## src/rtl/stickman_pkg.sv

```systemverilog
// Shared definitions for the StickmanRun colour path: status encoding,
// fade FSM states, palette layout and the default 8-bit-per-channel palette.
package stickman_pkg;

    localparam logic [3:0] ST_WAIT = 4'b1000;
    localparam logic [3:0] ST_PLAY = 4'b0100;
    localparam logic [3:0] ST_WIN  = 4'b0010;
    localparam logic [3:0] ST_LOSE = 4'b0001;

    typedef enum logic [1:0] {
        FADE_IDLE = 2'd0,
        FADE_OUT  = 2'd1,
        FADE_IN   = 2'd2
    } fade_state_e;

    // Offsets added to NUM_LAYERS to find the status and background entries.
    localparam int PAL_WAIT = 0;
    localparam int PAL_WIN  = 1;
    localparam int PAL_LOSE = 2;
    localparam int PAL_BG   = 3;

    localparam logic [23:0] PAL_DEF_LAYER0 = 24'h000000;
    localparam logic [23:0] PAL_DEF_LAYER1 = 24'hffff00;
    localparam logic [23:0] PAL_DEF_LAYER2 = 24'h404040;
    localparam logic [23:0] PAL_DEF_LAYER3 = 24'h101010;
    localparam logic [23:0] PAL_DEF_WAIT   = 24'h000080;
    localparam logic [23:0] PAL_DEF_WIN    = 24'h800000;
    localparam logic [23:0] PAL_DEF_LOSE   = 24'h008000;
    localparam logic [23:0] PAL_DEF_BG     = 24'h4f4f7f;

    function automatic logic [23:0] def_layer(input int idx);
        logic [23:0] c;
        case (idx)
            0:       c = PAL_DEF_LAYER0;
            1:       c = PAL_DEF_LAYER1;
            2:       c = PAL_DEF_LAYER2;
            3:       c = PAL_DEF_LAYER3;
            default: c = 24'h000000;
        endcase
        return c;
    endfunction

endpackage

```

## src/rtl/layered_color_mapper_fade_ctrl.sv

```systemverilog
// Frame-paced fade controller: dims the picture out, swaps the displayed
// status at black, then brings it back in. Re-targets cleanly mid-fade.
module fade_ctrl
    import stickman_pkg::*;
#(
    parameter int FADE_STEPS = 16,
    parameter int LVL_W      = $clog2(FADE_STEPS) + 1
) (
    input  logic             clk_i,
    input  logic             rst_ni,
    input  logic [3:0]       status_i,
    input  logic             frame_start_i,
    output logic [LVL_W-1:0] level_o,
    output logic [3:0]       disp_status_o,
    output logic             busy_o
);

    localparam logic [LVL_W-1:0] LVL_MAX = LVL_W'(FADE_STEPS);

    fade_state_e      state_q;
    logic [LVL_W-1:0] level_q;
    logic [3:0]       disp_q;
    logic [3:0]       tgt_q;
    logic [LVL_W-1:0] lvl_dn_d;
    logic [LVL_W-1:0] lvl_up_d;

    // Level after this cycle's frame step, clamped at both ends.
    always_comb begin
        lvl_dn_d = level_q;
        lvl_up_d = level_q;
        if (frame_start_i && (level_q != '0)) begin
            lvl_dn_d = level_q - 1'b1;
        end
        if (frame_start_i && (level_q != LVL_MAX)) begin
            lvl_up_d = level_q + 1'b1;
        end
    end

    always_ff @(posedge clk_i or negedge rst_ni) begin
        if (!rst_ni) begin
            state_q <= FADE_IDLE;
            level_q <= LVL_MAX;
            disp_q  <= ST_WAIT;
            tgt_q   <= ST_WAIT;
        end else begin
            case (state_q)
                FADE_IDLE: begin
                    level_q <= LVL_MAX;
                    if (status_i != disp_q) begin
                        tgt_q   <= status_i;
                        state_q <= FADE_OUT;
                    end
                end
                FADE_OUT: begin
                    tgt_q   <= status_i;
                    level_q <= lvl_dn_d;
                    if (status_i == disp_q) begin
                        state_q <= FADE_IN;
                    end else if (lvl_dn_d == '0) begin
                        disp_q  <= tgt_q;
                        state_q <= FADE_IN;
                    end
                end
                FADE_IN: begin
                    level_q <= lvl_up_d;
                    if (status_i != disp_q) begin
                        tgt_q   <= status_i;
                        state_q <= FADE_OUT;
                    end else if (lvl_up_d == LVL_MAX) begin
                        state_q <= FADE_IDLE;
                    end
                end
                default: begin
                    state_q <= FADE_IDLE;
                    level_q <= LVL_MAX;
                end
            endcase
        end
    end

    assign level_o       = level_q;
    assign disp_status_o = disp_q;
    assign busy_o        = (state_q != FADE_IDLE);

endmodule

```

## src/rtl/layered_color_mapper.sv

```systemverilog
// Two-stage VGA colour mapper: palette/priority selection with a saturating
// background gradient, then a per-channel fade multiply driven by fade_ctrl.
module layered_color_mapper
    import stickman_pkg::*;
#(
    parameter int NUM_LAYERS = 4,
    parameter int COLOR_W    = 8,
    parameter int FADE_STEPS = 16,
    parameter int GRAD_SHIFT = 3
) (
    input  logic                                 Clk,
    input  logic                                 Reset_n,
    input  logic [NUM_LAYERS-1:0]                layer_hit,
    input  logic [3:0]                           status,
    input  logic [9:0]                           DrawX,
    input  logic [9:0]                           DrawY,
    input  logic                                 pix_valid,
    input  logic                                 frame_start,
    input  logic                                 pal_we,
    input  logic [$clog2(NUM_LAYERS+4)-1:0]      pal_addr,
    input  logic [3*COLOR_W-1:0]                 pal_data,
    output logic [COLOR_W-1:0]                   VGA_R,
    output logic [COLOR_W-1:0]                   VGA_G,
    output logic [COLOR_W-1:0]                   VGA_B,
    output logic                                 pix_valid_out,
    output logic                                 fade_busy
);

    localparam int PAL_N    = NUM_LAYERS + 4;
    localparam int RGB_W    = 3 * COLOR_W;
    localparam int FADE_LOG = $clog2(FADE_STEPS);
    localparam int LVL_W    = FADE_LOG + 1;
    localparam int PROD_W   = COLOR_W + FADE_LOG + 1;
    localparam int SUB_W    = (COLOR_W > 10) ? COLOR_W : 10;

    function automatic logic [COLOR_W-1:0] scale8(input logic [7:0] v);
        logic [31:0] t;
        t = {24'd0, v};
        if (COLOR_W >= 8) begin
            t = t << ((COLOR_W >= 8) ? (COLOR_W - 8) : 0);
        end else begin
            t = t >> ((COLOR_W < 8) ? (8 - COLOR_W) : 0);
        end
        return t[COLOR_W-1:0];
    endfunction

    function automatic logic [RGB_W-1:0] pal_default(input int idx);
        logic [23:0] c;
        if (idx < NUM_LAYERS) begin
            c = def_layer(idx);
        end else begin
            case (idx - NUM_LAYERS)
                PAL_WAIT: c = PAL_DEF_WAIT;
                PAL_WIN:  c = PAL_DEF_WIN;
                PAL_LOSE: c = PAL_DEF_LOSE;
                default:  c = PAL_DEF_BG;
            endcase
        end
        return {scale8(c[23:16]), scale8(c[15:8]), scale8(c[7:0])};
    endfunction

    // Blue minus gradient offset, clamped at zero instead of wrapping.
    function automatic logic [COLOR_W-1:0] grad_sub(input logic [COLOR_W-1:0] b,
                                                    input logic [9:0]         g);
        logic signed [SUB_W:0] be;
        logic signed [SUB_W:0] ge;
        logic signed [SUB_W:0] d;
        be = (SUB_W + 1)'(b);
        ge = (SUB_W + 1)'(g);
        d  = be - ge;
        return (d <= 0) ? '0 : d[COLOR_W-1:0];
    endfunction

    function automatic logic [COLOR_W-1:0] fade_chan(input logic [COLOR_W-1:0] c,
                                                     input logic [LVL_W-1:0]   lvl);
        logic [PROD_W-1:0] p;
        p = PROD_W'(c) * PROD_W'(lvl);
        return p[FADE_LOG +: COLOR_W];
    endfunction

    logic [RGB_W-1:0]   pal_q [PAL_N];
    logic [LVL_W-1:0]   level;
    logic [3:0]         disp_status;
    logic [RGB_W-1:0]   bg;
    logic [RGB_W-1:0]   c_p1_d;
    logic [RGB_W-1:0]   c_p1_q;
    logic               vld_p1_q;
    logic [COLOR_W-1:0] r_p2_q;
    logic [COLOR_W-1:0] g_p2_q;
    logic [COLOR_W-1:0] b_p2_q;
    logic               vld_p2_q;
    logic               unused_drawy;

    assign unused_drawy = ^DrawY;

    fade_ctrl #(
        .FADE_STEPS (FADE_STEPS),
        .LVL_W      (LVL_W)
    ) u_fade (
        .clk_i         (Clk),
        .rst_ni        (Reset_n),
        .status_i      (status),
        .frame_start_i (frame_start),
        .level_o       (level),
        .disp_status_o (disp_status),
        .busy_o        (fade_busy)
    );

    always_ff @(posedge Clk or negedge Reset_n) begin
        if (!Reset_n) begin
            for (int i = 0; i < PAL_N; i++) begin
                pal_q[i] <= pal_default(i);
            end
        end else if (pal_we && (int'(pal_addr) < PAL_N)) begin
            pal_q[pal_addr] <= pal_data;
        end
    end

    // Stage 1: colour select from the displayed status and layer priority.
    always_comb begin
        c_p1_d = '0;
        bg     = pal_q[NUM_LAYERS + PAL_BG];
        if (pix_valid) begin
            case (disp_status)
                ST_WAIT: c_p1_d = pal_q[NUM_LAYERS + PAL_WAIT];
                ST_WIN:  c_p1_d = pal_q[NUM_LAYERS + PAL_WIN];
                ST_LOSE: c_p1_d = pal_q[NUM_LAYERS + PAL_LOSE];
                ST_PLAY: begin
                    c_p1_d = {bg[RGB_W-1 -: 2*COLOR_W],
                              grad_sub(bg[COLOR_W-1:0], DrawX >> GRAD_SHIFT)};
                    for (int i = NUM_LAYERS - 1; i >= 0; i--) begin
                        if (layer_hit[i]) begin
                            c_p1_d = pal_q[i];
                        end
                    end
                end
                default: c_p1_d = '0;
            endcase
        end
    end

    always_ff @(posedge Clk or negedge Reset_n) begin
        if (!Reset_n) begin
            c_p1_q   <= '0;
            vld_p1_q <= 1'b0;
        end else begin
            c_p1_q   <= c_p1_d;
            vld_p1_q <= pix_valid;
        end
    end

    // Stage 2: fade scaling into the output registers.
    always_ff @(posedge Clk or negedge Reset_n) begin
        if (!Reset_n) begin
            r_p2_q   <= '0;
            g_p2_q   <= '0;
            b_p2_q   <= '0;
            vld_p2_q <= 1'b0;
        end else begin
            r_p2_q   <= fade_chan(c_p1_q[RGB_W-1 -: COLOR_W], level);
            g_p2_q   <= fade_chan(c_p1_q[2*COLOR_W-1 -: COLOR_W], level);
            b_p2_q   <= fade_chan(c_p1_q[COLOR_W-1:0], level);
            vld_p2_q <= vld_p1_q;
        end
    end

    assign VGA_R         = r_p2_q;
    assign VGA_G         = g_p2_q;
    assign VGA_B         = b_p2_q;
    assign pix_valid_out = vld_p2_q;

endmodule

```

## config.mk

```make
export PLATFORM = sky130hd
export DESIGN_NAME = layered_color_mapper
export DESIGN_NICKNAME = d
export VERILOG_FILES = /design/src/rtl/stickman_pkg.sv /design/src/rtl/layered_color_mapper_fade_ctrl.sv /design/src/rtl/layered_color_mapper.sv
export SDC_FILE = /design/constraint.sdc
export NUM_CORES = 1
export LEC_CHECK = 0
export CAP_MARGIN = 0
export CORE_MARGIN = 10
export CORE_UTILIZATION = 50
export CTS_CLUSTER_SIZE = 30
export DETAILED_ROUTE_END_ITERATION = 16
export PLACE_DENSITY = 0.69
export RECOVER_POWER = 50
export SLEW_MARGIN = 20
export SYNTH_ARGS = -nofsm -noshare
export SYNTH_HDL_FRONTEND = slang
export SYNTH_SLANG_ARGS = --single-unit
```

## constraint.sdc

```tcl
create_clock -name Clk -period 9.3 [get_ports Clk]
set_input_delay 1.86 -clock Clk [delete_from_list [all_inputs] [get_ports Clk]]
set_output_delay 1.86 -clock Clk [all_outputs]
set_load 0.1 [all_outputs]
```

# Yosys cells after proc, flatten, opt, wreduce, memory -nomap -nowiden
# Cells that the tools add are included.
[totals]
register_bits = 257
latchBits = 0
ramBits = 0
mem_bits_ro = 0
inputBits = 60
output_inout_bits = 26
n_memories = 0
[op_classes]
add_sub_neg = 3
mul = 3
n_div = 0
order_cmp = 3
n_eq_ne = 14
shift = 0
n_mux = 21
bitwise = 2
reduce_logical = 12
[ops]
columns = ["operator", "count"]
rows = [
  ["bitwise mux 192 bit", 1],
  ["2-to-1 mux 24 bit", 6],
  ["one-hot mux 24 bit (4 select lines)", 1],
  ["demux 24 bit (select 3 bit)", 1],
  ["multiplier 8 x 5 -> 12 bit", 3],
  ["2-to-1 mux 2 bit", 5],
  ["2-to-1 mux 5 bit", 2],
  ["one-hot mux 5 bit (2 select lines)", 1],
  ["less-or-equal comparator 9 x 1 -> 1 bit, second input constant", 1],
  ["subtractor 8 x 7 -> 9 bit", 1],
  ["2-to-1 mux 8 bit", 1],
  ["one-hot mux 4 bit (2 select lines)", 1],
  ["!= test 3 x 1 -> 1 bit, second input constant", 2],
  ["one-hot mux 2 bit (3 select lines)", 1],
  ["AND reduction 3 bit", 2],
  ["adder 5 x 1 -> 5 bit, second input constant", 1],
  ["== test 5 bit, second input constant", 1],
  ["logical NOT 5 bit", 1],
  ["!= test 5 bit, second input constant", 1],
  ["nonzero test 5 bit", 1],
  ["subtractor 5 x 1 -> 5 bit, second input constant", 1],
  ["== test 4 x 1 -> 1 bit, second input constant", 1],
  ["== test 4 x 2 -> 1 bit, second input constant", 1],
  ["== test 4 x 3 -> 1 bit, second input constant", 1],
  ["other kinds (16)", 20],
]

# Depth between registers and ports, before layout
[logic_depth]
ltp_word = 9
mapped_depth = 16
mapped_depth_nobuf = 14

# Modules after synthesis
# From an unflattened synthesis, not the netlist that was laid out.
[unflattened]
hier_cells = 1272
hier_area_um2 = 14691.6
[by_module_without_submodules]
columns = ["module", "n_inst", "cells_per_inst", "area_each_um2", "seq_area_each_um2"]
rows = [
  ["layered_color_mapper", 1, 1157, 13535.5, 6108.4],
  ["fade_ctrl", 1, 115, 1156.1, 379.1],
]

# Worst setup path after synthesis
# Ideal clock, no wire load.
[synth_timing]
path_type = "register to register"
startpoint = "reg u_fade.level_q[4], in the netlist u_fade.level_o[4]"
endpoint = "reg r_p2_q[7], in the netlist VGA_R[7]"
setup_ns = 0.080
arrival_time_ns = 4.190
setup_slack_ns = 5.030
path_stages_with_launch = 15
path_buffers = 2
period_less_slack_ns = 4.270
cell_sequence = "dfstp_2 > clkbuf_1 > buf_1 > nand2_1 > fa_1 > fa_1 > fa_1 > inv_1 > ha_1 > a21o_1 > a21oi_2 > or4b_1 > and2_4 > a311oi_2 > xnor2_1"
[synth_between]
elab_chain_cells = 1
[synth_lines]
columns = ["item", "line_no", "rtl"]
rows = [
  ["from (decl)", "layered_color_mapper_fade_ctrl.sv:21", "logic [LVL_W-1:0] level_q;"],
  ["from (signal assigned)", "layered_color_mapper_fade_ctrl.sv:56", "level_q <= lvl_dn_d;"],
  ["from (signal assigned)", "layered_color_mapper_fade_ctrl.sv:65", "level_q <= lvl_up_d;"],
  ["multiplier 8 x 5 -> 12 bit", "layered_color_mapper.sv:77", "p = PROD_W'(c) * PROD_W'(lvl);"],
  ["to (signal assigned)", "layered_color_mapper.sv:160", "r_p2_q <= fade_chan(c_p1_q[RGB_W-1 -: COLOR_W], level);"],
  ["to (decl)", "layered_color_mapper.sv:88", "logic [COLOR_W-1:0] r_p2_q;"],
]
# Every way passes these cells.
# A chain may end at the register's enable or synchronous reset.

==> results.ini <==
[global_route]
grt.total_usage = 0.1756
gr-total-overflow = 0
use_met1 = 0.2480
grt_pass1_wl_um = 52800
grtUsageMet2 = 0.2843
antenna_found_initial = 2
busiest_layer = met2
grtUsageMet3 = 0.02150
grt_max_degree = 117
grt_pass1_vias = 10145

[floorplanning]
placement_rows = 62
die_y_um = 191.0
fp.dieW_um = 191.0
initial_core_util = 0.5078
core_area_um2 = 28780
ioPinCount = 86
dieArea_um2 = 36470

[finish]
drive_above_1_share = 0.2394
n_antenna_cell = 0
filler_cell_count = 2392
multi_input_area_um2 = 7530
syn_to_final_growth_pct = 14.12
stdcell_count = 1754
regArea_um2 = 6487
fin_nets = 1525

[worst_setup_path]
crit_type = in2async
cp-start-kind = input pin
r2r_slack_ns = 5.01
crit_slowest_cell = clkbuf_1
arrival_ns = 5.57
crit_chain = buf_8, clkbuf_1
crit_family = buffers and inverters
cp_max_fo = 116
endpoint = pal_q[46]$_DFFE_PN0P_
worstSetupStartpoint = Reset_n
cp.required_ns = 8.98
critPathBufInv = 2
reg2reg_to = VGA_R[7]$_DFF_PN0_
r2r_start = u_fade.level_o[3]$_DFF_PN0_
reg2reg_depth = 13
end_kind = asynchronous set/reset pin
cp.depth = 2
cp_slowest_stage_delay_ns = 2.96

[route]
wl_per_cell_um = 18.03
routed_wl_um = 31620
detail-route-antenna-nets = 0
routed-via-count = 9792
dr.pass1.iters = 6
drt_iter0_drc = 774
drc_errors = 0
viasPerCell = 5.583

[sta]
slew_headroom = -1.772
worst_pin_slew_ns = 4.157
rsz0062_at_grt = false
period_share = 0.6339
hold_viol_final = 0
final.setup.worst_slack_ns = 3.405
finalClockSkew_ns = 0.02145
max_freq_mhz = 169.6
tns_ns = 0
finalSetupViolations = 0
drv_slew = 220
period_minus_slack_ns = 5.895
whs_ns = 0.3586

[clocking]
insertion_delay_ns = 0.56
cts_setup_buffers = 0
root_buffer = clkbuf_16
path_clk_slew_ns = 0.05
tritoncts = done
clockBufferDepth = 3
clock_sinks = 257
ctsHtreeMaxLevel = 1
hold_buffers = 0
cts_resized = 0
cts_made_buffers = 28

[yosys]
ys_seq_elements = 257
netlist_area_um2 = 14610
yosysWarningCount = 0
synth-edff-count = 0
synth_nets = 1466
synthFlopType = dfrtp_1
ys_seq_area_frac = 0.4439
syn_area_per_cell_um2 = 11.34
synthArstFlopShare = 1.000
syn_inst = 1289
ys_types = 70

[power]
leakage_nw = 7.560
internal_power_mw = 2.491
power_frac_seq = 0.418
peakVddDrop_mv = 0.1373
p_switching_mw = 1.293
p_per_area_nw_per_um2 = 226.9
netSwitchingFraction = 0.3418
pwr-share-clk = 0.288
pwr-share-comb = 0.294

[run]
drv_cap = 5

[placed_design]
port-buffer-count = 72
gp_congestion = 0.8163
dp_hpwl_um = 20710
dpl_worst_slack_ns = 4.649
place_inst = 1702

[min_path]
hold_class = reg2reg

[run_status]
status = finished, violations left
violations = capacitance limit, slew limit

==> synth_stat cells, types with 4 or more instances <==
| library cell | instances | area (um^2) |
|---|---|---|
| clkbuf_1 | 47 | 176.4 |
| fa_1 | 49 | 980.9 |
| inv_1 | 100 | 375.4 |
| and2_1 | 59 | 369.1 |
| mux2_2 | 199 | 2241 |
| and3_1 | 4 | 25.02 |
| nor3b_1 | 4 | 30.03 |
| nor2_1 | 31 | 116.4 |
| nor2b_1 | 8 | 50.05 |
| a211oi_1 | 7 | 52.55 |
| a21oi_1 | 39 | 195.2 |
| a221oi_1 | 5 | 43.79 |
| dfstp_2 | 45 | 1182 |
| o21ai_0 | 61 | 305.3 |
| nand2b_1 | 6 | 37.54 |
| xor2_1 | 10 | 87.58 |
| or3_1 | 4 | 25.02 |
| nand4_1 | 8 | 50.05 |
| nor3_1 | 15 | 75.07 |
| xnor2_1 | 27 | 236.5 |
| nand3_1 | 5 | 25.02 |
| buf_2 | 17 | 85.08 |
| o31ai_1 | 4 | 30.03 |
| mux2i_1 | 32 | 320.3 |
| a22oi_1 | 7 | 52.55 |
| a222oi_1 | 23 | 230.2 |
| nand2_1 | 129 | 484.2 |
| dfrtp_1 | 212 | 5305 |
| ha_1 | 68 | 850.8 |
==> cells by family (layout without fill, tap and decap cells) <==
logic type	after synthesis	in the layout	synth area share
AOI/OAI and AO/OA	183	183	0.08416
xor gates and xnor gates	37	37	0.02217
adders and majority gates	117	117	0.1253
buffers and inverters	167	248	0.04435
DFF	257	257	0.4439
muxes	231	231	0.1753
and+or+nand+nor	297	297	0.1048
==> power groups by stage <==
stage	registers, mW	clock network (mW)	logic [mW]
2_1_floorplan	1.66	0	0.720
3_3_place_gp	1.58	0	1.09
3_5_place_dp	1.60	0	1.12
4_1_cts	1.58	1.12	1.12
5_1_grt	1.62	1.16	1.23
6_report	1.58	1.09	1.11
==> worst min-delay path by stage <==
stage          slack (ns)  cells past startpoint                 endpoint                from
6_report             0.36                      0  pix_valid_out$_DFF_PN0_  vld_p1_q$_DFF_PN0_
5_1_grt              0.37                      0  pix_valid_out$_DFF_PN0_  vld_p1_q$_DFF_PN0_
4_1_cts              0.37                      0  pix_valid_out$_DFF_PN0_  vld_p1_q$_DFF_PN0_
3_5_place_dp         0.34                      0  pix_valid_out$_DFF_PN0_  vld_p1_q$_DFF_PN0_
3_3_place_gp         0.33                      0  pix_valid_out$_DFF_PN0_  vld_p1_q$_DFF_PN0_
2_1_floorplan        0.33                      0  pix_valid_out$_DFF_PN0_  vld_p1_q$_DFF_PN0_
==> registers in the layout (all words and copies together) (netlist names) <==
signal and cells:
u_fade.tgt_q 4, bg 24, u_fade.level_o 5, VGA_B 8, VGA_G 8, u_fade.disp_status_o 4
c_p1_q 24, VGA_R 8, pix_valid_out 1, pal_q 168, vld_p1_q 1, u_fade.state_q 2
==> through the flow <==
step / instance area [um^2] / utilization / total power, mW
floorplan: 14610 / - / 2.377
global placement: 15780 / 0.5481 / 2.674
detailed placement: 15780 / 0.5481 / 2.716
CTS: 16700 / 0.5801 / 3.819
global route: 16680 / 0.5795 / 4.005
finish: 16680 / 0.5795 / 3.785
==> cell type report <==
| class | instances | area share |
|---|---|---|
| clock buffers | 39 | 0.04809 |
| clock inverters | 13 | 0.007127 |
| flip-flops and latches | 257 | 0.3890 |
| multi-input cells | 865 | 0.4515 |
| well taps | 384 | 0.02881 |
| inverters | 101 | 0.02273 |
| repair buffers | 95 | 0.05274 |
==> placed cells by master, fill, tap and decap left out, drive strengths merged, types with 4 or more instances in the layout <==
master,synthesis,routed
a221oi,5,5
a211oi,7,7
buf,19,19
fa,49,49
clkdlybuf4s50,0,65
a21oi,41,41
dlygate4sd3,0,6
xor2,10,10
o31ai,4,4
a222oi,23,23
clkinv,0,11
nor3,17,17
clkbuf,47,44
dfstp,45,45
xnor2,27,27
inv,101,102
nand4,8,8
a22oi,7,7
nand3,5,5
o21ai,62,62
nand2b,6,6
nor2b,8,8
nor3b,6,6
and3,4,4
nor4b,4,4
ha,68,68
mux2i,32,32
or3,4,4
dfrtp,212,212
nor2,31,31
nand2,130,130
and2,60,60
mux2,199,199
==> layer usage <==
metal / vias up / wire length (um)
li1: 4577 / -
met1: 4967 / 14600
met2: 217 / 14910
met3: 31 / 1696
met4: 0 / 410
met5: - / 0
No activity file was read; power rests on OpenSTA's default activity.
